**src/rtl/dino_jump.sv**
```systemverilog
// rtl/dino_jump.sv - dinosaur runner game state and pixel generator
// Physics advances on frame ticks; px is a pure function of scan address and state.
module dino_jump (
   input  logic       CLK,
   input  logic       RESET,
   input  logic       fresh,
   input  logic       button_jump,
   input  logic [8:0] row_addr,
   input  logic [9:0] col_addr,
   output logic       px,
   output logic       game_status
);

   localparam logic [10:0]       OX_START   = 11'd600;
   localparam logic [10:0]       OX_REENTER = 11'd640;
   localparam logic [10:0]       OX_STEP    = 11'd4;
   localparam logic [7:0]        JUMP_H     = 8'd12;
   localparam logic signed [7:0] JUMP_V     = 8'sd11;
   localparam logic [9:0]        DINO_LEFT  = 10'd80;
   localparam logic [9:0]        DINO_RIGHT = 10'd99;

   logic [7:0]        h, h_nxt;
   logic signed [7:0] v, v_nxt;
   logic [10:0]       ox, ox_nxt;
   logic              over, over_nxt;

   logic [11:0]       ox_right;
   logic signed [9:0] hv;
   logic              on_ground;
   logic              hit;

   assign ox_right  = {1'b0, ox} + 12'd9;
   assign hv        = $signed({2'b00, h}) + $signed({{2{v[7]}}, v});
   assign on_ground = (h == 8'd0) && (v == 8'sd0);
   assign hit       = (ox <= 11'd99) && (ox_right >= 12'd80) && (h <= 8'd19);

   always_ff @(posedge CLK) begin
      if (RESET) begin
         h    <= 8'd0;
         v    <= 8'sd0;
         ox   <= OX_START;
         over <= 1'b0;
      end else begin
         h    <= h_nxt;
         v    <= v_nxt;
         ox   <= ox_nxt;
         over <= over_nxt;
      end
   end

   // A collision freezes everything on the same tick; no movement is applied.
   always_comb begin
      h_nxt    = h;
      v_nxt    = v;
      ox_nxt   = ox;
      over_nxt = over;
      if (fresh && !over) begin
         if (hit) begin
            over_nxt = 1'b1;
         end else begin
            if (on_ground) begin
               if (button_jump) begin
                  h_nxt = JUMP_H;
                  v_nxt = JUMP_V;
               end
            end else if (hv <= 10'sd0) begin
               h_nxt = 8'd0;
               v_nxt = 8'sd0;
            end else begin
               h_nxt = hv[7:0];
               v_nxt = v - 8'sd1;
            end
            if (ox == 11'd0) ox_nxt = OX_REENTER;
            else             ox_nxt = ox - OX_STEP;
         end
      end
   end

   logic        visible;
   logic        ground_on;
   logic        dino_on;
   logic        obst_on;
   logic [9:0]  row_h;
   logic [11:0] col_w;

   // Dino spans rows (370-h)..(399-h); adding h to the row avoids underflow.
   assign row_h = {1'b0, row_addr} + {2'b00, h};
   assign col_w = {2'b00, col_addr};

   always_comb begin
      visible   = (row_addr < 9'd480) && (col_addr < 10'd640);
      ground_on = (row_addr == 9'd400) || (row_addr == 9'd401);
      dino_on   = (col_addr >= DINO_LEFT) && (col_addr <= DINO_RIGHT) &&
                  (row_h >= 10'd370) && (row_h <= 10'd399);
      obst_on   = (col_w >= {1'b0, ox}) && (col_w <= ox_right) &&
                  (row_addr >= 9'd380) && (row_addr <= 9'd399);
      px        = visible && (ground_on || dino_on || obst_on);
   end

   assign game_status = over;

endmodule

```
**config.mk**
```make
export PLATFORM = sky130hd
export DESIGN_NAME = dino_jump
export DESIGN_NICKNAME = d
export VERILOG_FILES = /design/src/rtl/dino_jump.sv
export SDC_FILE = /design/constraint.sdc
export NUM_CORES = 1
export LEC_CHECK = 0
export CAP_MARGIN = 5
export CORE_ASPECT_RATIO = 2
export CORE_MARGIN = 3
export CORE_UTILIZATION = 40
export CTS_BUF_LIST = sky130_fd_sc_hd__clkbuf_4 sky130_fd_sc_hd__clkbuf_8
export DETAILED_ROUTE_END_ITERATION = 16
export PLACE_DENSITY = 0.69
export SYNTH_ARGS = -nofsm -noshare
export SYNTH_HDL_FRONTEND = slang
export SYNTH_SLANG_ARGS = --single-unit
```
**constraint.sdc**
```tcl
create_clock -name CLK -period 4.7 [get_ports CLK]
set_input_delay 0.94 -clock CLK [delete_from_list [all_inputs] [get_ports CLK]]
set_output_delay 0.94 -clock CLK [all_outputs]
set_load 0.1 [all_outputs]
```
==> results of run 1 <==
## Yosys cell counts (6+ instances only)
cell type and number:
xnor2_1 14, inv_1 24, clkbuf_1 6, nand4_1 9, nor2_1 31, nand2_1 15, ha_1 35, nor2b_1 8
nor3_1 16, o21a_1 6, or3_1 6, o21ai_0 14, a21oi_1 16, dfxtp_1 26, nand3_1 7, o21ai_1 6
a22o_1 7
## worst paths after layout
check / from / endpoint / slack, ps / depth (start not counted)
max: row_addr[0] / px / 190 / 13
min: game_status / game_status / 500 / 2
max reg2reg: v[0] / v[2] / 1410 / 10
min reg2reg: game_status / game_status / 500 / 2
## layer usage
layer / global-route usage [%] / vias up / wire length, um
met4: 8.99 / 0 / 279
met1: 16.1 / 1133 / 2300
met5: 0 / - / 0
li1: - / 1233 / -
met2: 37.4 / 46 / 3740
met3: 2.19 / 20 / 183
## cell type report
type | count | area [um^2] | share of cell area (%)
timing repair buffer | 25 | 258 | 8.74
multi-input combinational | 262 | 1910 | 64.6
sequential | 26 | 520 | 17.6
clock buffer | 3 | 41.3 | 1.40
tap | 84 | 105 | 3.56
clock inverter | 1 | 30.0 | 1.02
inverter | 24 | 90.1 | 3.05
## power breakdown
| group | switching (mW) | internal, mW |
|---|---|---|
| Combinational | 0.471 | 0.371 |
| Sequential | 0.0969 | 0.279 |
| Clock | 0.0710 | 0.114 |
## state kept, by name, indices dropped and copies added, names as in the netlist
| register | count |
|---|---|
| ox | 9 |
| v | 8 |
| game_status | 1 |
| h | 8 |
## metrics by stage
stage	std cells	hold slack (ps)	util, %
floorplan	319	471	-
global placement	421	476	47.0
detailed placement	421	485	47.0
CTS	425	506	48.2
global route	425	536	48.3
finish	425	498	48.3
## cell families after synthesis
kind of cell	share of synthesized area, %
and+or+nand+nor	22.6
buffers and inverters	4.87
AOI/OAI and AO/OA	25.8
DFF	20.5
adders and majority gates	18.8
xor gates and xnor gates	6.20
muxes	1.23
## worst max-delay path: stages
cell and delay [ps]:
clkdlybuf4s50_1 470, ha_1 180, inv_1 60, fa_1 400, nor2b_2 150, o21ai_1 100
a21boi_2 210, o31a_1 160, a21oi_1 50, or3_1 320, mux2i_1 150, a32o_1 190
buf_12 180
## what timing repair did
action	CTS	global route
setup endpoints to repair	0	1
hold buffers	0	0
gates resized for setup	0	3
## cells in the final DEF, fill, tap and decap left out, drive strengths merged, types with 2 or more instances in the layout
cell type / synthesis / routed
o21ai: 21 / 21
buf: 1 / 2
dfxtp: 26 / 26
and3: 2 / 2
ha: 35 / 35
a32o: 2 / 2
or3: 6 / 6
o211ai: 5 / 5
nand2: 15 / 15
clkbuf: 6 / 3
o22ai: 3 / 3
a21boi: 2 / 2
nor4: 4 / 4
nor2: 32 / 32
nor2b: 8 / 8
a31oi: 4 / 4
nor3: 16 / 16
a21o: 4 / 4
nand2b: 4 / 4
a211o: 5 / 5
a21oi: 16 / 16
fa: 2 / 2
nand4: 9 / 9
xor2: 4 / 4
a22o: 7 / 7
a211oi: 6 / 6
xnor2: 14 / 14
clkdlybuf4s50: 0 / 23
nand3: 7 / 7
inv: 24 / 24
or4: 3 / 3
mux2i: 2 / 2
o21a: 6 / 6
nor4b: 2 / 2
==> run metrics, run 1 <==
status completed; syn_area_per_cell 7.97 um^2; Worst Hold Class reg -> reg; Syn Inst Count 319; die footprint ~0.0074 mm^2; Design Power approximately 1.4 mW; Worst Setup Slack, final 193 ps; peak supply drop around 0.2 mV; clock skew 3.11 ps; vias in the first global route 2449; First-pass DRT Iterations 4; critical path peak fanout 3; Placed Area 0.00287 mm^2; number of synthesized register bits 26; Routed Antenna Nets 0; fmax approximately 0.22 GHz; Synth area leaders dfxtp_1 20%, ha_1 17%, xnor2_1 4.8%, nor2_1 4.6%, inv_1 3.5%; Clock Latency Late Sink between 200 and 300 ps; share of layout cells above drive strength 1 between 4 and 5%; largest net degree at the start of global routing 16; crit path DAT 3570 ps; top-area cell type share of the netlist area around a fifth; CTS Buf Count 3; post-route clock period utilization roughly 96%; DP Worst Slack 28.1 ps; final global-route overflow total 0; Clock Sinks 26; routability congestion estimate 0.832; DRT iter0 DRCs 74; MaxCap Viol Count 0; HPWL after DPL 5450 um; mapped cell area 0.00254 mm^2; gr usage total 18.0%; Die Ht 119 um; root buf cell clkbuf_8; CP endpoint kind output pin; Clock Path Buffers 2; CTS tree done; DRC 0; clock slew at reported path FFs 90 ps; Routed WL between 6000 and 7000 um; PD cells 476 mW/mm^2; worst slew pin tran 964 ps; Initial Utilization 41.7%; Area Overhead vs Synth 16.0%; sequential fraction of the synthesis area 20.5%; DR vias 2432; Syn Nets 379; drt wl/cell 15.3 um; row count 40; startpoint types input pin; core area 0.00611 mm^2; final instance area 0.00295 mm^2; Crit path required time 3760 ps; filler instances 616; Antenna Cells 0; Leak Pwr 1.22 nW; fin crit period between 4000 and 5000 ps; Slew HR 35.5%; I/O pin cnt 25; setup tns final 0 ps; area leader, netlist dfxtp_1; Setup Buffers After CTS 0; Fin. Hold Viols 0; via/cell ratio between 5 and 6; H-tree depth 1; synth warn 0; initial antenna violation count 0; nets 402; Slew Viols, Final 0; Post-synth ARST share 0%; synth unique cells 54; Post-synth EDFFs 0; crit path kind in -> out; wire length of the first global-routing pass 10900 um; top_reg_cell synth dfxtp_1; setup violators final 0; width of the die 62.4 um; Port Buf Inserts 24
Power figures use the tool's default switching activity.
==> inputs of run 2 (changes only) <==
--- a/config.mk
+++ b/config.mk
@@ -10,6 +10,7 @@
 export CORE_MARGIN = 3
 export CORE_UTILIZATION = 40
 export CTS_BUF_LIST = sky130_fd_sc_hd__clkbuf_4 sky130_fd_sc_hd__clkbuf_8
+export CTS_CLUSTER_SIZE = 10
 export DETAILED_ROUTE_END_ITERATION = 16
 export PLACE_DENSITY = 0.69
 export SYNTH_ARGS = -nofsm -noshare
==> results of run 2 <==
The final DEF is identical to that of run 1; final timing and power are the same.
==> inputs of run 3 (changes only) <==
--- a/config.mk
+++ b/config.mk
@@ -13,6 +13,7 @@
 export CTS_CLUSTER_SIZE = 10
 export DETAILED_ROUTE_END_ITERATION = 16
 export PLACE_DENSITY = 0.69
+export SKIP_CTS_REPAIR_TIMING = 1
 export SYNTH_ARGS = -nofsm -noshare
 export SYNTH_HDL_FRONTEND = slang
 export SYNTH_SLANG_ARGS = --single-unit
==> results of run 3 <==
The final DEF is identical to that of run 1; final timing and power are the same.
